<file path="src/rtl/inv2_lane_pkg.sv">
// Shared types and constants for the two-requester inverter-lane arbiter.
package inv2_lane_pkg;

    typedef enum logic {
        IDLE = 1'b0,
        EVAL = 1'b1
    } state_t;

    localparam logic REQ_ID0 = 1'b0;
    localparam logic REQ_ID1 = 1'b1;

    localparam int unsigned CNT_W = 4;

endpackage

</file>
<file path="src/rtl/arb2_rr.sv">
// Combinational two-input round-robin picker; PRI breaks ties when both request.
module arb2_rr
    import inv2_lane_pkg::*;
(
    input  logic REQ0,
    input  logic REQ1,
    input  logic PRI,
    output logic ANY,
    output logic WIN
);

    always_comb begin
        ANY = REQ0 | REQ1;
        if (REQ0 && REQ1) begin
            WIN = PRI;
        end else if (REQ1) begin
            WIN = REQ_ID1;
        end else begin
            WIN = REQ_ID0;
        end
    end

endmodule

</file>
<file path="src/rtl/inv2_lane_arbiter.sv">
// Shares one 2-bit inverter lane between two requesters: round-robin grant,
// hold operand for EVAL_CYCLES, capture the lane output and return it to the owner.
module inv2_lane_arbiter
    import inv2_lane_pkg::*;
#(
    parameter int unsigned EVAL_CYCLES = 2
) (
    input  logic       CLK,
    input  logic       RST,
    input  logic       REQ0,
    input  logic       REQ1,
    input  logic [1:0] DIN0,
    input  logic [1:0] DIN1,
    output logic       GNT0,
    output logic       GNT1,
    output logic [1:0] DP_IN,
    input  logic [1:0] DP_OUT,
    output logic [1:0] RES,
    output logic       RES_VLD0,
    output logic       RES_VLD1,
    output logic       BUSY
);

    localparam logic [CNT_W-1:0] CNT_INIT = CNT_W'(EVAL_CYCLES - 1);

    state_t           state_q, state_d;
    logic             pri_q, pri_d;
    logic             owner_q, owner_d;
    logic [CNT_W-1:0] cnt_q, cnt_d;
    logic             gnt0_q, gnt0_d;
    logic             gnt1_q, gnt1_d;
    logic [1:0]       dp_in_q, dp_in_d;
    logic [1:0]       res_q, res_d;
    logic             vld0_q, vld0_d;
    logic             vld1_q, vld1_d;
    logic             busy_q, busy_d;

    logic             any_req;
    logic             win_id;

    arb2_rr u_arb (
        .REQ0 (REQ0),
        .REQ1 (REQ1),
        .PRI  (pri_q),
        .ANY  (any_req),
        .WIN  (win_id)
    );

    // Reset discards any in-flight op without a result pulse.
    always_ff @(posedge CLK or posedge RST) begin
        if (RST) begin
            state_q <= IDLE;
            pri_q   <= REQ_ID0;
            owner_q <= REQ_ID0;
            cnt_q   <= '0;
            gnt0_q  <= 1'b0;
            gnt1_q  <= 1'b0;
            dp_in_q <= 2'b00;
            res_q   <= 2'b00;
            vld0_q  <= 1'b0;
            vld1_q  <= 1'b0;
            busy_q  <= 1'b0;
        end else begin
            state_q <= state_d;
            pri_q   <= pri_d;
            owner_q <= owner_d;
            cnt_q   <= cnt_d;
            gnt0_q  <= gnt0_d;
            gnt1_q  <= gnt1_d;
            dp_in_q <= dp_in_d;
            res_q   <= res_d;
            vld0_q  <= vld0_d;
            vld1_q  <= vld1_d;
            busy_q  <= busy_d;
        end
    end

    always_comb begin
        state_d = state_q;
        case (state_q)
            IDLE:    if (any_req) state_d = EVAL;
            EVAL:    if (cnt_q == '0) state_d = IDLE;
            default: state_d = IDLE;
        endcase
    end

    always_comb begin
        gnt0_d  = 1'b0;
        gnt1_d  = 1'b0;
        vld0_d  = 1'b0;
        vld1_d  = 1'b0;
        dp_in_d = dp_in_q;
        res_d   = res_q;
        pri_d   = pri_q;
        owner_d = owner_q;
        cnt_d   = cnt_q;
        busy_d  = busy_q;
        case (state_q)
            IDLE: begin
                if (any_req) begin
                    gnt0_d  = (win_id == REQ_ID0);
                    gnt1_d  = (win_id == REQ_ID1);
                    dp_in_d = (win_id == REQ_ID1) ? DIN1 : DIN0;
                    owner_d = win_id;
                    cnt_d   = CNT_INIT;
                    busy_d  = 1'b1;
                end
            end
            EVAL: begin
                if (cnt_q != '0) begin
                    cnt_d = cnt_q - CNT_W'(1);
                end else begin
                    res_d  = DP_OUT;
                    vld0_d = (owner_q == REQ_ID0);
                    vld1_d = (owner_q == REQ_ID1);
                    pri_d  = ~owner_q;
                    busy_d = 1'b0;
                end
            end
            default: ;
        endcase
    end

    assign GNT0     = gnt0_q;
    assign GNT1     = gnt1_q;
    assign DP_IN    = dp_in_q;
    assign RES      = res_q;
    assign RES_VLD0 = vld0_q;
    assign RES_VLD1 = vld1_q;
    assign BUSY     = busy_q;

endmodule
</file>
<file path="config.mk">
export PLATFORM = sky130hd
export DESIGN_NAME = inv2_lane_arbiter
export DESIGN_NICKNAME = d
export VERILOG_FILES = /design/src/rtl/inv2_lane_pkg.sv /design/src/rtl/arb2_rr.sv /design/src/rtl/inv2_lane_arbiter.sv
export SDC_FILE = /design/constraint.sdc
export NUM_CORES = 1
export LEC_CHECK = 0
export ABC_AREA = 1
export ABC_CLOCK_PERIOD_IN_PS = 3000
export BUFFER_PORTS_ARGS = -buffer_cell sky130_fd_sc_hd__clkbuf_2
export CAP_MARGIN = 10
export CORE_MARGIN = 1.5
export CORE_UTILIZATION = 44
export DETAILED_ROUTE_END_ITERATION = 10
export PLACE_DENSITY = 0.69
export SYNTH_ARGS = -nofsm -noshare
export SYNTH_HDL_FRONTEND = slang
export SYNTH_SLANG_ARGS = --single-unit
export TNS_END_PERCENT = 20
</file>
<file path="constraint.sdc">
create_clock -name CLK -period 3 [get_ports CLK]
set_input_delay 0.3 -clock CLK [delete_from_list [all_inputs] [get_ports CLK]]
set_output_delay 0.3 -clock CLK [all_outputs]
set_load 0.005 [all_outputs]
</file>
==> results of run 1 <==
-- through the flow --
| stage | instance area, µm² | total power, W | hold WS (ps) |
|---|---|---|---|
| 2_1_floorplan | 721 | 0.000623 | 214 |
| 3_3_place_gp | 831 | 0.000721 | 373 |
| 3_5_place_dp | 831 | 0.000736 | 385 |
| 4_1_cts | 867 | 0.000879 | 69.2 |
| 5_1_grt | 867 | 0.000957 | 103 |
| 6_report | 867 | 0.000866 | 48.9 |
-- state kept, by name (all words and copies together) (netlist names) --
signal and flops:
RES 2, RES_VLD1 1, DP_IN 2, GNT0 1
owner_q 1, BUSY 1, cnt_q 4, GNT1 1
pri_q 1, state_q 1, RES_VLD0 1
-- layout make-up --
cell class | instances | share of cell area (%)
Tap cell | 16 | 2.31
Inverter | 15 | 6.49
Timing Repair Buffer | 18 | 10.4
Clock buffer | 4 | 4.18
Sequential cell | 16 | 46.2
Multi-Input combinational cell | 54 | 30.4
-- path summary, 6_finish.rpt --
kind	cells past startpoint	to	slack, ps	from
max	7	cnt_q[1]	1790	cnt_q[0]
max reg2reg	7	cnt_q[1]	1790	cnt_q[0]
max in group asynchronous	2	cnt_q[0]	2570	RST
min reg2reg	1	RES_VLD0	480	owner_q
min	2	RES_VLD1	50	RST
min in group CLK	3	RES[1]	210	DP_OUT[1]
-- worst reg2reg max path, cell delays in order (launching register included) --
cell	delay, ps
dfrtp_1	390
inv_1	140
ha_1	200
nand2_1	70
nand2_2	120
inv_1	90
nand2_1	60
nand2_1	50
-- cell families after synthesis --
family / Yosys count / synth area share, %
AND/OR/NAND/NOR: 48 / 28.3
flip-flops: 16 / 55.6
buffers and inverters: 15 / 7.81
AO/OA/AOI/OAI: 3 / 3.65
adder cells (fa/ha/maj): 2 / 3.47
XOR/XNOR: 1 / 1.22
-- power breakdown --
part | internal, W | leakage (nW) | switching, W | total, W
combinational | 0.000143 | 0.306 | 0.000210 | 0.000353
sequential | 0.000310 | 0.198 | 0.0000615 | 0.000372
clock | 0.0000739 | 0.0210 | 0.0000676 | 0.000141
total | 0.000526 | 0.525 | 0.000339 | 0.000866
-- synthesized netlist by cell type --
| cell | instances | share of area, % |
|---|---|---|
| nand2_2 | 2 | 1.7 |
| xor2_1 | 1 | 1.2 |
| nand3_1 | 8 | 5.6 |
| o21ai_0 | 1 | 0.69 |
| nor2_2 | 1 | 0.87 |
| ha_1 | 2 | 3.5 |
| a21oi_1 | 1 | 0.69 |
| dfrtp_1 | 16 | 56 |
| nor2_1 | 8 | 4.2 |
| nand2_1 | 28 | 15 |
| nand3_2 | 1 | 1.4 |
| o21ai_4 | 1 | 2.3 |
| inv_2 | 1 | 0.52 |
| inv_1 | 14 | 7.3 |
-- layer usage --
metal | global-route usage (%) | wire length (µm)
met5 | 0 | 0
met4 | 7.27 | 10
met3 | 3.75 | 48
met2 | 26.3 | 584
met1 | 19.6 | 560
==> results.yml, run 1 <==
run_status:
  status: "complete, no violations"
layout:
  nets: 120
  antenna_cells: 0
  syn2layout_area_growth_pct: 20.3
  fin_cells: 123
  mostFrequentLayoutCells: "28 x nand2_1, 18 x clkbuf_2, 16 x dfrtp_1"
  multi_input_area_um2: 264
  fin_util_pct: 56.9
  drive_gt1_share_pct: 26.2
  regArea_um2: 400
  final_common_cell: "nand2_1"
  nFillCells: 145
die:
  chipWidth_um: 43.5
  io_pins: 19
  initial_utilization_pct: 47.3
  die_area_um2: 1890
  coreArea_um2: 1520
  row_count: 14
  die_h_um: 43.5
detailed_routing:
  drcViolationCount: 0
  vias_per_cell: 4.67
  antenna_left: 0
  vias: 574
  drtPass1Iterations: 4
  drt-total-wl_um: 1200
  wire_per_inst_um: 9.78
  drt-initial-drc-count: 7
worst_setup_path:
  cp_data_arrival_time_ps: 1390
  cp_top_family: "flip-flops"
  endpoint_kind: "flop"
  slowest_delay_ps: 390
  slowest_stage: "dfrtp_1"
  worstPathRequired_ps: 3190
  path_cells: "inv_1 -> ha_1 -> nand2_1 -> nand2_2 -> inv_1 -> nand2_1 -> nand2_1"
  cpMostUsedCell: "nand2_1"
  worst-setup-path-type: "flop to flop"
  critPathBufInv: 2
  crit_fanout: 6
  start_kind: "flop"
grt:
  grt_pass1_vias: 528
  grt_first_pass_wirelength_um: 2190
  antenna_found_initial: 0
  grt_overflow_total: 0
  grt_use_total_pct: 15.8
  grt_max_degree: 17
synthesis:
  ys_ff_latch: 16
  synthesis.nets: 97
  seq_area_frac_synth_pct: 55.6
  syn_area_per_cell_um2: 8.48
  syn-cell-area_um2: 721
  ys.warnings.count: 0
  syn_inst: 85
  synth_cell_types: 14
sta:
  setup-violations-final: 0
  tightest_slew_ps: 599
  rsz0062_at_grt: "no"
  timing.final.ws_setup_ps: 1790
  finalSetupTns_ps: 0
  period_share_pct: 40.3
  max_freq_mhz: 827
  period_needed_ps: 1210
  max_slew_margin_pct: 60.0
  hold_viol: 0
  finalClockSkew_ps: 0.471
  maxSlewViolCount: 0
clock_tree:
  cts-buffers-inserted: 3
  cts_setup_buffers: 0
  clk-insertion-delay-late_ps: 280
  clock-sinks: 16
  clkTransAtPathRegs_ps: 90
  root_buffer: "clkbuf_4"
  cts_resized: 0
  cts_hold_buffers: 0
  clk_path_buf_depth: 2
  cts_tree: "built"
  htreeDepth: 1
power:
  irDropWorstVdd_v: 0.000491
  leakage_nw: 0.525
  p_per_area_nw_per_um2: 999
placed_design:
  dp_hpwl_um: 955
  io_buffers: 18
  pre_cts_slack_ps: 1790
  place_congestion: 0.831
  dp.cells: 119
worst_hold_path:
  hold_path.class: "primary input to asynchronous set/reset pin"
run:
  cap_violations: 0
Power figures use the tool's default switching activity.
==> run 2, diff against run 1 <==
--- a/config.mk
+++ b/config.mk
@@ -6,13 +6,13 @@
 export NUM_CORES = 1
 export LEC_CHECK = 0
 export ABC_AREA = 1
-export ABC_CLOCK_PERIOD_IN_PS = 3000
+export ABC_CLOCK_PERIOD_IN_PS = 1050
 export BUFFER_PORTS_ARGS = -buffer_cell sky130_fd_sc_hd__clkbuf_2
 export CAP_MARGIN = 10
 export CORE_MARGIN = 1.5
 export CORE_UTILIZATION = 44
 export DETAILED_ROUTE_END_ITERATION = 10
-export PLACE_DENSITY = 0.69
+export PLACE_DENSITY = 0.71
 export SYNTH_ARGS = -nofsm -noshare
 export SYNTH_HDL_FRONTEND = slang
 export SYNTH_SLANG_ARGS = --single-unit
==> constraint.sdc (replaced) <==
create_clock -name CLK -period 1.05 [get_ports CLK]
set_input_delay 0.105 -clock CLK [delete_from_list [all_inputs] [get_ports CLK]]
set_output_delay 0.105 -clock CLK [all_outputs]
set_load 0.005 [all_outputs]
==> run 2 against run 1 <==
Clock power rose to 2.8 times the previous value; utilization grew 7.3 points; register-to-register slack worse by 1900 ps; the flow now finishes with violations (negative setup slack); worst setup slack worse by 1900 ps.
==> results.yml, run 2 (synthesis gave the netlist of run 1 again) <==
run_status:
  status: "complete, but fails checks"
  violations: "negative setup slack"
power:
  leakage_nw: 0.565
  p_clk_share_pct: 14.1
  p_comb_share_pct: 47.7
  power_switching_w: 0.00112
  swShare_pct: 39.7
  p_per_area_nw_per_um2: 2890
  p_int_w: 0.00170
  p_seq_share_pct: 38.2
  irDropWorstVdd_v: 0.00196
  power_w: 0.00282
worst_setup_path:
  crit_fanout: 4
  path_cells: "inv_2 -> buf_4 -> ha_2 -> xor2_1 -> nand2_1 -> nand2_1"
  start_kind: "flop"
  cp_data_arrival_time_ps: 1340
  worst-setup-path-type: "flop to flop"
  slowest_delay_ps: 390
  worstPathRequired_ps: 1270
  cpMostUsedCell: "nand2_1"
  endpoint_kind: "flop"
  slowest_stage: "dfrtp_1"
sta:
  timing.final.ws_setup_ps: -61.0
  hold_viol: 0
  period_share_pct: 106
  max_freq_mhz: 900
  period_needed_ps: 1110
  setup-violations-final: 4
  tightest_slew_ps: 269
  maxSlewViolCount: 0
  max_slew_margin_pct: 82.0
  rsz0062_at_grt: "yes"
  finalClockSkew_ps: 0.548
layout:
  top_register: "cnt_q"
  syn2layout_area_growth_pct: 35.8
  largest_reg_flops: 4
  antenna_cells: 0
  drive_gt1_share_pct: 39.1
  nets: 128
  final_common_cell: "nand2_1"
  mostFrequentLayoutCells: "25 x nand2_1, 18 x clkbuf_2, 15 x dfrtp_1"
  fin_cells: 131
detailed_routing:
  drt-initial-drc-count: 8
  dr_wl_met2_um: 658
  vias: 597
  antenna_left: 0
  drt-total-wl_um: 1330
  drcViolationCount: 0
  routed.top_layer: "met4"
  drtPass1Iterations: 3
  wl_met3_um: 53
  wl_met1_um: 599
  vias_per_cell: 4.56
  wire_per_inst_um: 10.2
clock_tree:
  clk_path_buf_depth: 2
  clock-sinks: 16
  cts_tree: "built"
  clk-insertion-delay-late_ps: 280
  htreeDepth: 1
  cts-buffers-inserted: 3
  root_buffer: "clkbuf_4"
  clkTransAtPathRegs_ps: 90
die:
  chipWidth_um: 43.5
  die_h_um: 43.5
  io_pins: 19
  row_count: 14
  die_area_um2: 1890
  initial_utilization_pct: 47.3
  coreArea_um2: 1520
grt:
  antenna_found_initial: 0
  grt_pass1_vias: 548
  grt_overflow_total: 0
  grt_max_degree: 17
  grt_first_pass_wirelength_um: 2220
  grt_use_total_pct: 16.3
placed_design:
  dp_hpwl_um: 1050
  io_buffers: 18
  dp.cells: 123
  place_congestion: 0.779
run:
  cap_violations: 0
worst_hold_path:
  hold_path.class: "primary input to flop"
run 2: layer usage:
layer | vias up | GRT usage (%)
li1 | 315 | -
met1 | 268 | 19.6
met2 | 12 | 26.9
met3 | 2 | 5.00
met4 | 0 | 7.27
met5 | - | 0
run 2: area by class of cell:
cell class | instances | area, µm²
clock buffer | 4 | 36.3
inverter | 15 | 56.3
sequential | 16 | 402
multi-input combinational | 54 | 309
fill | 129 | 546
timing repair buffer | 26 | 155
tap | 16 | 20.0
run 2: through the flow:
stage | util, % | TNS [ps] | cell area (µm²) | worst slack, ps | hold slack (ps)
3_5_place_dp | 57.3 | -178 | 873 | -52.0 | 99.6
2_1_floorplan | - | 0 | 733 | 17.9 | 18.7
5_1_grt | 64.2 | -630 | 978 | -126 | 8.53
6_report | 64.2 | -160 | 978 | -61.0 | 14.0
3_3_place_gp | 57.3 | -77.4 | 873 | -31.9 | 99.0
4_1_cts | 61.3 | -20.4 | 935 | -12.6 | 10.8
run 2: final timing paths:
check                           cells past startpoint  slack [ps]       from  endpoint
worst max-delay path                                6         -60   cnt_q[0]  cnt_q[2]
worst min-delay path                                3          10  DP_OUT[0]    RES[0]
worst max register to register                      6         -60   cnt_q[0]  cnt_q[2]
worst min register to register                      1         480    owner_q  RES_VLD0
max in group asynchronous                           4         510        RST   state_q
min in group asynchronous                           4         350        RST  cnt_q[2]
run 2: power groups by stage:
stage	Sequential [W]	Combinational (W)	Clock, W
3_3_place_gp	0.00106	0.00112	0
5_1_grt	0.00112	0.00152	0.000438
4_1_cts	0.00106	0.00124	0.000408
3_5_place_dp	0.00106	0.00116	0
6_report	0.00108	0.00135	0.000398
2_1_floorplan	0.00106	0.000750	0
run 2: worst max-delay path, delay by kind of cell (launching register included):
kind	cells	cell delay [ps]
flip-flops	1	390
buffers and inverters	2	230
adder cells (fa/ha/maj)	1	160
XOR/XNOR	1	140
AND/OR/NAND/NOR	2	130
run 2: timing repair:
action / in CTS / in global routing
resized for setup: 5 / 8
pin swaps: 2 / 5
buffers inserted: 1 / 1
endpoints found under the setup margin: 8 / 12
endpoints found under the hold margin: 16 / 1
cloned: 0 / 0
hold buffers: 1 / 1
==> run 3, diff against run 2 <==
--- a/config.mk
+++ b/config.mk
@@ -9,10 +9,12 @@
 export ABC_CLOCK_PERIOD_IN_PS = 1050
 export BUFFER_PORTS_ARGS = -buffer_cell sky130_fd_sc_hd__clkbuf_2
 export CAP_MARGIN = 10
+export CELL_PAD_IN_SITES_DETAIL_PLACEMENT = 1
+export CELL_PAD_IN_SITES_GLOBAL_PLACEMENT = 2
 export CORE_MARGIN = 1.5
-export CORE_UTILIZATION = 44
+export CORE_UTILIZATION = 25
 export DETAILED_ROUTE_END_ITERATION = 10
-export PLACE_DENSITY = 0.71
+export PLACE_DENSITY_LB_ADDON = 0.1
 export SYNTH_ARGS = -nofsm -noshare
 export SYNTH_HDL_FRONTEND = slang
 export SYNTH_SLANG_ARGS = --single-unit
==> run 3 against run 2 <==
Critical path depth grew 1; worst hold slack improved by 11 ps; clock-buffer cell count is the same; critical endpoint is now cnt_q[0]; global-route usage down 5.3 points; worst setup slack improved by 32 ps; largest cell class unchanged; critical path type unchanged; the flow still finishes with violations (negative setup slack).
==> results.yml, run 3 (synthesis gave the netlist of run 1 again) <==
run_status:
  status: "complete, but fails checks"
  violations: "negative setup slack"
detailed_routing:
  wire_per_inst_um: 10.5
  drtPass1Iterations: 4
  drt-total-wl_um: 1560
  drcViolationCount: 0
  drt-initial-drc-count: 12
  vias: 643
  antenna_left: 0
  vias_per_cell: 4.32
worst_setup_path:
  worstPathRequired_ps: 1240
  endpoint_kind: "flop"
  start_kind: "flop"
  critPathBufInv: 1
  cpMostUsedCell: "nand2_4"
  slowest_stage: "dfrtp_1"
  cp_data_arrival_time_ps: 1270
  path_cells: "inv_2 -> ha_4 -> nand2_4 -> nand2_8 -> nand2_4 -> nand2_2 -> nand2_1"
  worst-setup-path-type: "flop to flop"
  slowest_delay_ps: 410
  cp_top_family: "flip-flops"
  crit_fanout: 6
power:
  leakage_nw: 0.591
  irDropWorstVdd_v: 0.00126
  p_per_area_nw_per_um2: 2970
sta:
  maxSlewViolCount: 0
  tightest_slew_ps: 330
  max_freq_mhz: 927
  setup-violations-final: 7
  period_share_pct: 103
  max_slew_margin_pct: 77.9
  timing.final.ws_setup_ps: -28.5
  finalClockSkew_ps: 6.25
  rsz0062_at_grt: "yes"
  period_needed_ps: 1080
  finalSetupTns_ps: -90.3
  hold_viol: 0
run:
  cap_violations: 0
layout:
  largest_reg_flops: 4
  antenna_cells: 0
  drive_gt1_share_pct: 44.1
  fin_cells: 149
  nets: 131
  top_register: "cnt_q"
  fin_util_pct: 38.5
  nFillCells: 330
  final_common_cell: "nand2_1"
  mostFrequentLayoutCells: "22 x nand2_1, 18 x clkbuf_2, 15 x dfrtp_1"
  syn2layout_area_growth_pct: 46.0
worst_hold_path:
  hold_path.class: "primary input to flop"
die:
  chipWidth_um: 56.7
  die_area_um2: 3210
  coreArea_um2: 2730
  initial_utilization_pct: 26.4
  die_h_um: 56.7
  row_count: 19
  io_pins: 19
clock_tree:
  clk_path_buf_depth: 2
  cts-buffers-inserted: 3
  htreeDepth: 1
  root_buffer: "clkbuf_4"
  clkTransAtPathRegs_ps: 100
  clock-sinks: 16
  clk-insertion-delay-late_ps: 290
  cts_tree: "built"
grt:
  grt_max_degree: 17
  grt_pass1_vias: 624
  grt_overflow_total: 0
  grt_first_pass_wirelength_um: 2660
  grt_use_total_pct: 11.0
  antenna_found_initial: 0
placed_design:
  io_buffers: 18
  place_congestion: 0.723
  dp.cells: 140
  dp_hpwl_um: 1230
run 3: cell types whose count changed in the layout (fill, tap and decap cells not counted), moves of 2 or more:
cell	delta
buf_6	+2
inv_2	-2
nand2_2	+2
nand2_1	-3
nand3_2	+2
run 3: worst reg2reg max path: stages, from the launching register on:
cell and delay [ps]:
dfrtp_1 410, inv_2 90, ha_4 150, nand2_4 70
nand2_8 100, nand2_4 60, nand2_2 60, nand2_1 50
run 3: final timing paths:
kind                            from        to  slack [ps]  cells after the start
setup / recovery            cnt_q[1]  cnt_q[0]         -30                      7
hold / removal             DP_OUT[1]    RES[1]          30                      3
setup reg to reg            cnt_q[1]  cnt_q[0]         -30                      7
hold reg to reg              state_q      GNT1         450                      1
max in group asynchronous        RST   state_q         510                      4
min in group asynchronous        RST  RES_VLD1         330                      4
run 3: final cells by class:
type                    instances  area, µm²  share of cell area (%)
inverters                      15       58.8                    5.59
repair buffers                 29        185                    17.6
flip-flops and latches         16        402                    38.2
multi-input cells              54        332                    31.5
well taps                      31       38.8                    3.69
clock buffers                   4       36.3                    3.45
run 3: per-stage QoR:
stage | power (W) | area, µm² | hold WS [ps] | setup slack [ps]
6_report | 0.00313 | 1050 | 25.3 | -28.5
5_1_grt | 0.00340 | 1050 | 10.2 | -83.7
4_1_cts | 0.00293 | 995 | 16.5 | -39.4
3_5_place_dp | 0.00232 | 907 | 111 | -99.0
3_3_place_gp | 0.00232 | 907 | 105 | -99.5
2_1_floorplan | 0.00181 | 733 | 18.7 | 17.9
run 3: power breakdown:
| part | leakage (nW) | switching [W] | total [W] | internal [W] |
|---|---|---|---|---|
| Combinational | 0.373 | 0.000895 | 0.00166 | 0.000768 |
| Clock | 0.0210 | 0.000201 | 0.000412 | 0.000211 |
| Sequential | 0.197 | 0.000166 | 0.00106 | 0.000889 |
run 3: metal layers:
layer | vias to the layer above | GRT usage (%) | part of all wire, %
met5 | - | 0 | 0
met4 | 0 | 6.12 | 0.83
met3 | 2 | 2.53 | 4.1
met2 | 10 | 16.9 | 46
met1 | 310 | 14.0 | 49
li1 | 321 | - | -
run 3: what timing repair did:
item / CTS / global route
pin swaps: 0 / 3
endpoints found under the setup margin: 9 / 9
gates resized for setup: 8 / 13
endpoints found under the hold margin: 17 / 0
hold buffers: 2 / 0
setup buffers: 2 / 1
cloned: 0 / 0
